===== config.mk =====
export PLATFORM = sky130hd
export DESIGN_NAME = issue_queue
export DESIGN_NICKNAME = d
export VERILOG_FILES = /design/src/rtl/issue_queue.sv
export SDC_FILE = /design/constraint.sdc
export NUM_CORES = 1
export LEC_CHECK = 0
export ABC_AREA = 1
export ABC_CLOCK_PERIOD_IN_PS = 10020
export BUFFER_PORTS_ARGS = -buffer_cell sky130_fd_sc_hd__buf_2
export CORE_MARGIN = 10
export CORE_UTILIZATION = 35
export DETAILED_ROUTE_END_ITERATION = 16
export SLEW_MARGIN = 15
export SYNTH_ARGS = -nofsm -noshare
export SYNTH_HDL_FRONTEND = slang
export SYNTH_SLANG_ARGS = --single-unit
export TNS_END_PERCENT = 30

===== constraint.sdc =====
create_clock -name clock -period 10.02 [get_ports clock]
set_input_delay 1.503 -clock clock [delete_from_list [all_inputs] [get_ports clock]]
set_output_delay 1.503 -clock clock [all_outputs]
set_load 0.03 [all_outputs]

===== src/rtl/issue_queue.sv =====
// In-order issue stage: a DEPTH-entry circular buffer between decode and the
// functional units, with a pending-write scoreboard that blocks RAW/WAW hazards.
module issue_queue #(
    parameter int DEPTH     = 4,
    parameter int DATA_W    = 32,
    parameter int REG_AW    = 5,
    parameter int NUM_UNITS = 3,
    parameter int UNIT_W    = 2,
    parameter int CTRL_W    = 48
) (
    input  logic                       clock,
    input  logic                       reset,
    input  logic                       id_iq_valid,
    output logic                       iq_id_ready,
    input  logic [REG_AW-1:0]          id_iq_addra,
    input  logic [REG_AW-1:0]          id_iq_addrb,
    input  logic                       id_iq_checka,
    input  logic                       id_iq_checkb,
    input  logic [REG_AW-1:0]          id_iq_regdest,
    input  logic                       id_iq_writereg,
    input  logic [UNIT_W-1:0]          id_iq_unit,
    input  logic [CTRL_W-1:0]          id_iq_ctrl,
    output logic [REG_AW-1:0]          iq_reg_addra,
    output logic [REG_AW-1:0]          iq_reg_addrb,
    input  logic [DATA_W-1:0]          reg_iq_dataa,
    input  logic [DATA_W-1:0]          reg_iq_datab,
    input  logic [NUM_UNITS-1:0]       ex_iq_busy,
    input  logic                       wb_iq_valid,
    input  logic [REG_AW-1:0]          wb_iq_addr,
    input  logic                       flush,
    output logic                       iq_ex_valid,
    output logic [UNIT_W-1:0]          iq_ex_unit,
    output logic [CTRL_W-1:0]          iq_ex_ctrl,
    output logic [DATA_W-1:0]          iq_ex_rega,
    output logic [DATA_W-1:0]          iq_ex_regb,
    output logic [REG_AW-1:0]          iq_ex_regdest,
    output logic                       iq_ex_writereg,
    output logic [$clog2(DEPTH):0]     iq_count,
    output logic                       iq_err_unit
);

    localparam int PTR_W = $clog2(DEPTH);
    localparam int CNT_W = PTR_W + 1;
    localparam int NREGS = 2 ** REG_AW;
    localparam logic [CNT_W-1:0] DEPTH_C = CNT_W'(DEPTH);

    typedef struct packed {
        logic [REG_AW-1:0] addra;
        logic [REG_AW-1:0] addrb;
        logic              checka;
        logic              checkb;
        logic [REG_AW-1:0] regdest;
        logic              writereg;
        logic [UNIT_W-1:0] unit;
        logic [CTRL_W-1:0] ctrl;
    } entry_t;

    entry_t            mem_q [DEPTH];
    entry_t            head;
    entry_t            wr_entry;
    logic              wr_en;

    logic [PTR_W-1:0]  head_q, head_d;
    logic [PTR_W-1:0]  tail_q, tail_d;
    logic [CNT_W-1:0]  count_q, count_d;
    logic [NREGS-1:0]  pending_q, pending_d;
    logic              err_unit_q, err_unit_d;

    logic              ex_valid_q, ex_valid_d;
    logic [UNIT_W-1:0] ex_unit_q, ex_unit_d;
    logic [CTRL_W-1:0] ex_ctrl_q, ex_ctrl_d;
    logic [DATA_W-1:0] ex_rega_q, ex_rega_d;
    logic [DATA_W-1:0] ex_regb_q, ex_regb_d;
    logic [REG_AW-1:0] ex_regdest_q, ex_regdest_d;
    logic              ex_writereg_q, ex_writereg_d;

    logic              has_head, unit_ok, unit_busy, operands_clear;
    logic              dispatch, drop, pop, enq;

    assign head         = mem_q[head_q];
    assign iq_id_ready  = (count_q < DEPTH_C);
    assign iq_reg_addra = head.addra;
    assign iq_reg_addrb = head.addrb;

    // Hazard checks read only the registered scoreboard, so a writeback is
    // visible to the head one cycle after it lands.
    always_comb begin
        has_head  = (count_q != '0);
        unit_ok   = (int'(head.unit) < NUM_UNITS);
        unit_busy = 1'b0;
        for (int u = 0; u < NUM_UNITS; u++) begin
            if (int'(head.unit) == u) begin
                unit_busy = ex_iq_busy[u];
            end
        end
        operands_clear = !(head.checka && pending_q[head.addra])
                      && !(head.checkb && pending_q[head.addrb])
                      && !(head.writereg && pending_q[head.regdest]);
        dispatch = has_head && unit_ok && !unit_busy && operands_clear && !flush;
        drop     = has_head && !unit_ok && !flush;
        pop      = dispatch || drop;
        enq      = id_iq_valid && iq_id_ready && !flush;
    end

    always_comb begin
        wr_en             = enq;
        wr_entry.addra    = id_iq_addra;
        wr_entry.addrb    = id_iq_addrb;
        wr_entry.checka   = id_iq_checka;
        wr_entry.checkb   = id_iq_checkb;
        wr_entry.regdest  = id_iq_regdest;
        wr_entry.writereg = id_iq_writereg;
        wr_entry.unit     = id_iq_unit;
        wr_entry.ctrl     = id_iq_ctrl;
    end

    always_comb begin
        head_d        = head_q;
        tail_d        = tail_q;
        count_d       = count_q;
        pending_d     = pending_q;
        err_unit_d    = err_unit_q | drop;
        ex_valid_d    = dispatch;
        ex_unit_d     = ex_unit_q;
        ex_ctrl_d     = ex_ctrl_q;
        ex_rega_d     = ex_rega_q;
        ex_regb_d     = ex_regb_q;
        ex_regdest_d  = ex_regdest_q;
        ex_writereg_d = ex_writereg_q;

        if (flush) begin
            head_d  = '0;
            tail_d  = '0;
            count_d = '0;
        end else begin
            if (enq) tail_d = tail_q + PTR_W'(1);
            if (pop) head_d = head_q + PTR_W'(1);
            count_d = count_q + CNT_W'(enq) - CNT_W'(pop);
        end

        // Clear first, then set: a dispatching writer beats a same-cycle writeback.
        if (wb_iq_valid) pending_d[wb_iq_addr] = 1'b0;
        if (dispatch && head.writereg) pending_d[head.regdest] = 1'b1;
        pending_d[0] = 1'b0;

        if (dispatch) begin
            ex_unit_d     = head.unit;
            ex_ctrl_d     = head.ctrl;
            ex_rega_d     = reg_iq_dataa;
            ex_regb_d     = reg_iq_datab;
            ex_regdest_d  = head.regdest;
            ex_writereg_d = head.writereg;
        end
    end

    always_ff @(posedge clock) begin
        if (wr_en) mem_q[tail_q] <= wr_entry;
    end

    always_ff @(posedge clock or negedge reset) begin
        if (!reset) begin
            head_q        <= '0;
            tail_q        <= '0;
            count_q       <= '0;
            pending_q     <= '0;
            err_unit_q    <= 1'b0;
            ex_valid_q    <= 1'b0;
            ex_unit_q     <= '0;
            ex_ctrl_q     <= '0;
            ex_rega_q     <= '0;
            ex_regb_q     <= '0;
            ex_regdest_q  <= '0;
            ex_writereg_q <= 1'b0;
        end else begin
            head_q        <= head_d;
            tail_q        <= tail_d;
            count_q       <= count_d;
            pending_q     <= pending_d;
            err_unit_q    <= err_unit_d;
            ex_valid_q    <= ex_valid_d;
            ex_unit_q     <= ex_unit_d;
            ex_ctrl_q     <= ex_ctrl_d;
            ex_rega_q     <= ex_rega_d;
            ex_regb_q     <= ex_regb_d;
            ex_regdest_q  <= ex_regdest_d;
            ex_writereg_q <= ex_writereg_d;
        end
    end

    assign iq_ex_valid    = ex_valid_q;
    assign iq_ex_unit     = ex_unit_q;
    assign iq_ex_ctrl     = ex_ctrl_q;
    assign iq_ex_rega     = ex_rega_q;
    assign iq_ex_regb     = ex_regb_q;
    assign iq_ex_regdest  = ex_regdest_q;
    assign iq_ex_writereg = ex_writereg_q;
    assign iq_count       = count_q;
    assign iq_err_unit    = err_unit_q;

endmodule


Yosys cells after proc, flatten, opt, wreduce, memory -nomap -nowiden
Memory sizes are Yosys's and may differ from the RTL's.
Cells that the tools add are included.
{"block": "totals", "ff_bits": 160, "ram_bits": 272, "in_bits": 145, "output_inout_bits": 136, "elab_cells": 80, "memories": 1}
{"block": "classes", "addsub": 4, "magnitude_cmp": 8, "n_eq_ne": 2, "mux": 22, "bitwise": 4, "n_reduce_logical": 27}
{"name": "mem_q", "words": 4, "word_bits": 68, "rd": 1, "rd_clocked_by_memory_dff": 0, "wr": 1, "line": "58", "text": "entry_t mem_q [DEPTH];"}
{"cell": "2-to-1 mux 32 bit", "n": 2}
{"cell": "bitwise AND 32 bit", "n": 1}
{"cell": "inverter 32 bit", "n": 1}
{"cell": "bitwise OR 32 bit", "n": 1}
{"cell": "less-than comparator 5 x 6 -> 1 bit (second input constant)", "n": 4}
{"cell": "logical AND 1 bit", "n": 16}
{"cell": "binary-select mux 1 bit (select 5 bit)", "n": 3}
{"cell": "demux 1 bit (select 5 bit)", "n": 2}
{"cell": "greater-or-equal comparator 5 x 1 -> 1 bit (second input constant)", "n": 2}
{"cell": "2-to-1 mux 1 bit", "n": 10}
{"cell": "2-to-1 mux 2 bit", "n": 4}
{"cell": "logical NOT 1 bit", "n": 6}
{"cell": "adder 2 x 1 -> 2 bit (second input constant)", "n": 2}
{"cell": "equality test 2 bit (second input constant)", "n": 2}
{"cell": "nonzero test 2 bit", "n": 2}
{"cell": "adder 3 x 1 -> 3 bit", "n": 1}
{"cell": "less-than comparator 3 bit (second input constant)", "n": 1}
{"cell": "2-to-1 mux 3 bit", "n": 1}
{"cell": "nonzero test 3 bit", "n": 1}
{"cell": "subtractor 3 x 1 -> 3 bit", "n": 1}
{"cell": "logical NOT 2 bit", "n": 1}
{"cell": "less-than comparator 2 bit (second input constant)", "n": 1}
{"cell": "logical OR 1 bit", "n": 1}
{"cell": "bitwise OR 1 bit", "n": 1}

Depth between registers and ports, before layout
An unclocked memory read counts as a cell.
{"block": "logic_depth", "ltp_word": 12, "depth_mapped": 26, "depth_no_buf": 24}

Least setup slack after synthesis
Ideal clock, no wire load.
{"block": "synth_path", "path_type": "input port to flip-flop", "from": "input port flush", "to": "memory mem_q[0][0] (netlist name), enable pin", "setup_time_ns": 0.495, "t_arrival_ns": 4.680, "t_required_ns": 9.525, "path_slack_ns": 4.845, "path_stages": 3, "n_path_buf": 0, "path_cell_list": "inv_1 nand3_1 nor2_1"}
{"block": "synth_via", "elab_chain_cells": 4}
{"element": "start: declaration", "line": "30", "text": "input logic flush,"}
{"element": "logical NOT 1 bit", "line": "102", "text": "enq = id_iq_valid && iq_id_ready && !flush;"}
{"element": "logical AND 1 bit", "line": "102"}
{"element": "2-to-1 mux 1 bit", "line": "157", "text": "if (wr_en) mem_q[tail_q] <= wr_entry;"}
{"element": "2-to-1 mux 1 bit (implied by the code)", "line": "157"}
{"element": "end: declaration", "line": "58"}
Every way passes these cells.

Final worst setup path
{"block": "layout_path", "from": "register head_q[0]", "to": "register ex_ctrl_q[33] (netlist: iq_ex_ctrl[33])"}
{"block": "layout_via", "elab_chain_cells": 9, "word_cells_on_any_way": 27, "classes_between": "1 x order compare; 2 x eq/ne; 9 x mux; 14 x reduce/logical; 1 x memory"}
{"element": "start: declaration", "line": "63", "text": "logic [PTR_W-1:0] head_q, head_d;"}
{"element": "start signal: assignment", "line": "162", "text": "head_q <= '0;"}
{"element": "start signal: assignment", "line": "175", "text": "head_q <= head_d;"}
{"element": "memory read (4 x 68 bit) *"}
{"element": "binary-select mux 1 bit (select 5 bit), or another cell as far along", "line": "96", "text": "operands_clear = !(head.checka && pending_q[head.addra])"}
{"element": "2-to-1 mux 1 bit, on equally long branches", "line": "96, 92, 97"}
{"element": "logical AND 1 bit, or another cell as far along", "line": "96"}
{"element": "logical NOT 1 bit, or another cell as far along", "line": "96"}
{"element": "logical AND 1 bit / logical NOT 1 bit (equally long branches)", "line": "97, 99"}
{"element": "logical AND 1 bit, on equally long branches", "line": "98, 99"}
{"element": "logical AND 1 bit (2 in a row)", "line": "99", "text": "dispatch = has_head && unit_ok && !unit_busy && operands_clear && !flush;"}
{"element": "end signal: assignment", "line": "182", "text": "ex_ctrl_q <= ex_ctrl_d;"}
{"element": "end: declaration", "line": "71", "text": "logic [CTRL_W-1:0] ex_ctrl_q, ex_ctrl_d;"}
Mark *: on every way between the ends. The rest lies on a longest branch, timed or not. The select of a mux whose other input is x is not followed.
A chain may end at the register's enable or synchronous reset.

==> flow_summary.yaml <==
run_status:
  status: "complete, no violations"
clock_network:
  cts_resized: 0
  path_clk_slew_ns: 0.06
  cts.path.max_buffers: 3
  holdBufCountCts: 0
  cts_buffers: 47
  tritoncts: "built"
  post_cts_buffers: 0
  cts_root_buf: "clkbuf_16"
  numClockSinks: 432
  cts_htree_levels: 2
  clk_latency_ns: 0.57
sta:
  final.period_utilization: 0.480
  setup_viol: 0
  timing.hold.ws_ns: 0.471
  timing.final.ws_setup_ns: 5.21
  max_freq_mhz: 208
  hold_viol_final: 0
  tightest_slew_ns: 1.07
  slew_violations: 0
  setup_tns_ns: 0
  maxSlewHeadroom: 0.283
  fin_skew_ns: 0.0190
  grt_setup_unrepaired: "no"
  post-route-min-period_ns: 4.81
global_routing:
  grt_pass1_vias: 12900
  grt_pass1_wl_um: 74600
  grt_max_degree: 106
  antenna_found_initial: 15
  grt.total_usage: 0.155
  globalRoute.totalOverflow: 0
placement:
  place_ws_ns: 5.06
  dpl_cell_area_um2: 19800
  hpwl_um: 31400
  port_buffers: 280
  gp_congestion: 0.889
synthesis:
  synthFlopType: "edfxtp_1"
  ys_seq_elements: 432
  syn_area_um2: 18000
  syn_area_per_cell_um2: 10.7
  netlist_instances: 1686
  synth_enable_flop_cells: 272
  synth_fp_nets: 1838
  synth_cell_types: 35
  yosysWarnings: 0
  synthArstFlopShare: 0.370
  seq_area_frac_synth: 0.677
floorplan:
  start_util: 0.352
  die_area_um2: 60800
  num_rows: 83
  die-width_um: 247
  io_pins: 281
  core_area_um2: 51100
  die_y_um: 247
drt:
  wl_met2_um: 22700
  vias: 13000
  firstDrtPassIters: 5
  wl_met3_um: 4270
  drt-vias-per-instance: 4.91
  ant_nets: 0
  finalWirelength_um: 48500
  first_iter_violations: 851
  drc: 0
  wl_per_cell_um: 18.2
  highest_layer: "met5"
  met1_length_um: 20000
power_and_ir_drop:
  power.density_nw_per_um2: 282
  ir_drop_uv: 155
  p_leak_uw: 0.00940
worst_hold_path:
  hold_path_class: "flip-flop to flip-flop"
  hp-start: "iq_ex_regb[16]"
  holdPathEnd: "iq_ex_regb[16]"
  hold_depth: 2
setup_path:
  worstReg2RegEnd: "iq_ex_ctrl[33]"
  path_common_cell: "nand3_1"
  crit_fanout: 72
  r2r_slack_ns: 5.21
  critPathKind: "flip-flop to flip-flop"
  cp_slowest_stage_delay_ns: 0.80
  r2r_start: "head_q[0]"
  start_kind: "flip-flop"
  path_cells: "inv_4 -> nand2_1 -> nand3_1 -> nand2_2 -> inv_1 -> nand2_1 -> nand3_1 -> nand3_1 -> nand3_1 -> nand3_1 -> nand3_2 -> nand3_4 -> buf_4 -> buf_4 -> o21ai_0"
  arrival_ns: 5.23
  worst_path_max_delay_cell: "dfrtp_4"
  r2r_cells: 15
  required_ns: 10.44
  crit_path_end_kind: "flip-flop"
final_layout:
  nets: 2085
  layout_common_cells: "nand2_1, buf_2, edfxtp_1"
  drive_gt1_frac: 0.200
  seq_area_um2: 12200
  multi_input_area_um2: 5020
  final_common_cell: "nand2_1"
  final_cell_area_um2: 21400
  fillers: 4938
  area_growth_pct: 19.3
  final_util: 0.420
flow_run:
  maxCapViolations: 0
per-stage QoR:
step                      power [uW]  std cells
after floorplan                 3770       1686
after global placement          4340       2563
after detailed placement        4370       2563
after CTS                       6120       2651
after global routing            6410       2654
final                           6040       2658
layout make-up:
type	instances	area share
flip-flops and latches	432	0.568
multi-input cells	1083	0.234
repair buffers	294	0.0715
clock buffers	72	0.0644
well taps	680	0.0397
inverters	75	0.0134
clock inverters	16	0.00840
diodes	6	0.000700
worst max-delay path: cells and delay by family, from the launching register on:
family	cells	cell delay [ns]
flops	1	0.80
buf+inv	4	1.69
compound gates	1	0.16
simple gates	10	1.89
Yosys cell counts (all sizes together) (9+ instances only):
cell type	number	share of area
buf	69	0.024
a21oi	67	0.020
a32o	48	0.027
inv	75	0.016
dfrtp	160	0.22
edfxtp	272	0.45
nand2	619	0.13
nand3b	9	0.0038
nand3	140	0.042
nor2	72	0.015
clkbuf	27	0.0056
o21ai	107	0.030
sequential cells by signal (all words and copies together) (netlist names), 3 cells and up:
name	count
iq_ex_ctrl	48
iq_ex_rega	32
iq_ex_regdest	5
iq_ex_regb	32
mem_q	272
pending_q	31
iq_count	3
power by group:
group	leakage, uW	internal (uW)	total [uW]	switching [uW]
Combinational	0.00410	542	1920	1380
Clock	0.000761	1030	1720	695
Sequential	0.00454	2200	2400	191
logic make-up after synthesis:
family | after synthesis | share of synthesized area
adders and majority gates | 7 | 0.00529
and+or+nand+nor | 843 | 0.191
AOI/OAI and AO/OA | 232 | 0.0802
buffers and inverters | 171 | 0.0456
DFF | 432 | 0.677
xor gates and xnor gates | 1 | 0.000487
worst max-delay path by stage:
stage / cells past startpoint / startpoint / to / slack, ns
finish: 15 / head_q[0] / iq_ex_ctrl[33] / 5.21
global route: 18 / head_q[0] / iq_ex_ctrl[41] / 4.71
CTS: 19 / head_q[0] / iq_count[2] / 5.05
detailed placement: 19 / head_q[0] / iq_count[2] / 5.06
global placement: 19 / head_q[0] / iq_count[2] / 5.14
floorplan: 3 / flush / mem_q[0][0] / 4.85
metal layers:
metal / track usage / vias to the layer above
li1: - / 6237
met4: 0.0541 / 20
met1: 0.192 / 6280
met5: 0 / -
met2: 0.249 / 410
met3: 0.0537 / 97
(Power assumes the default switching activity.)
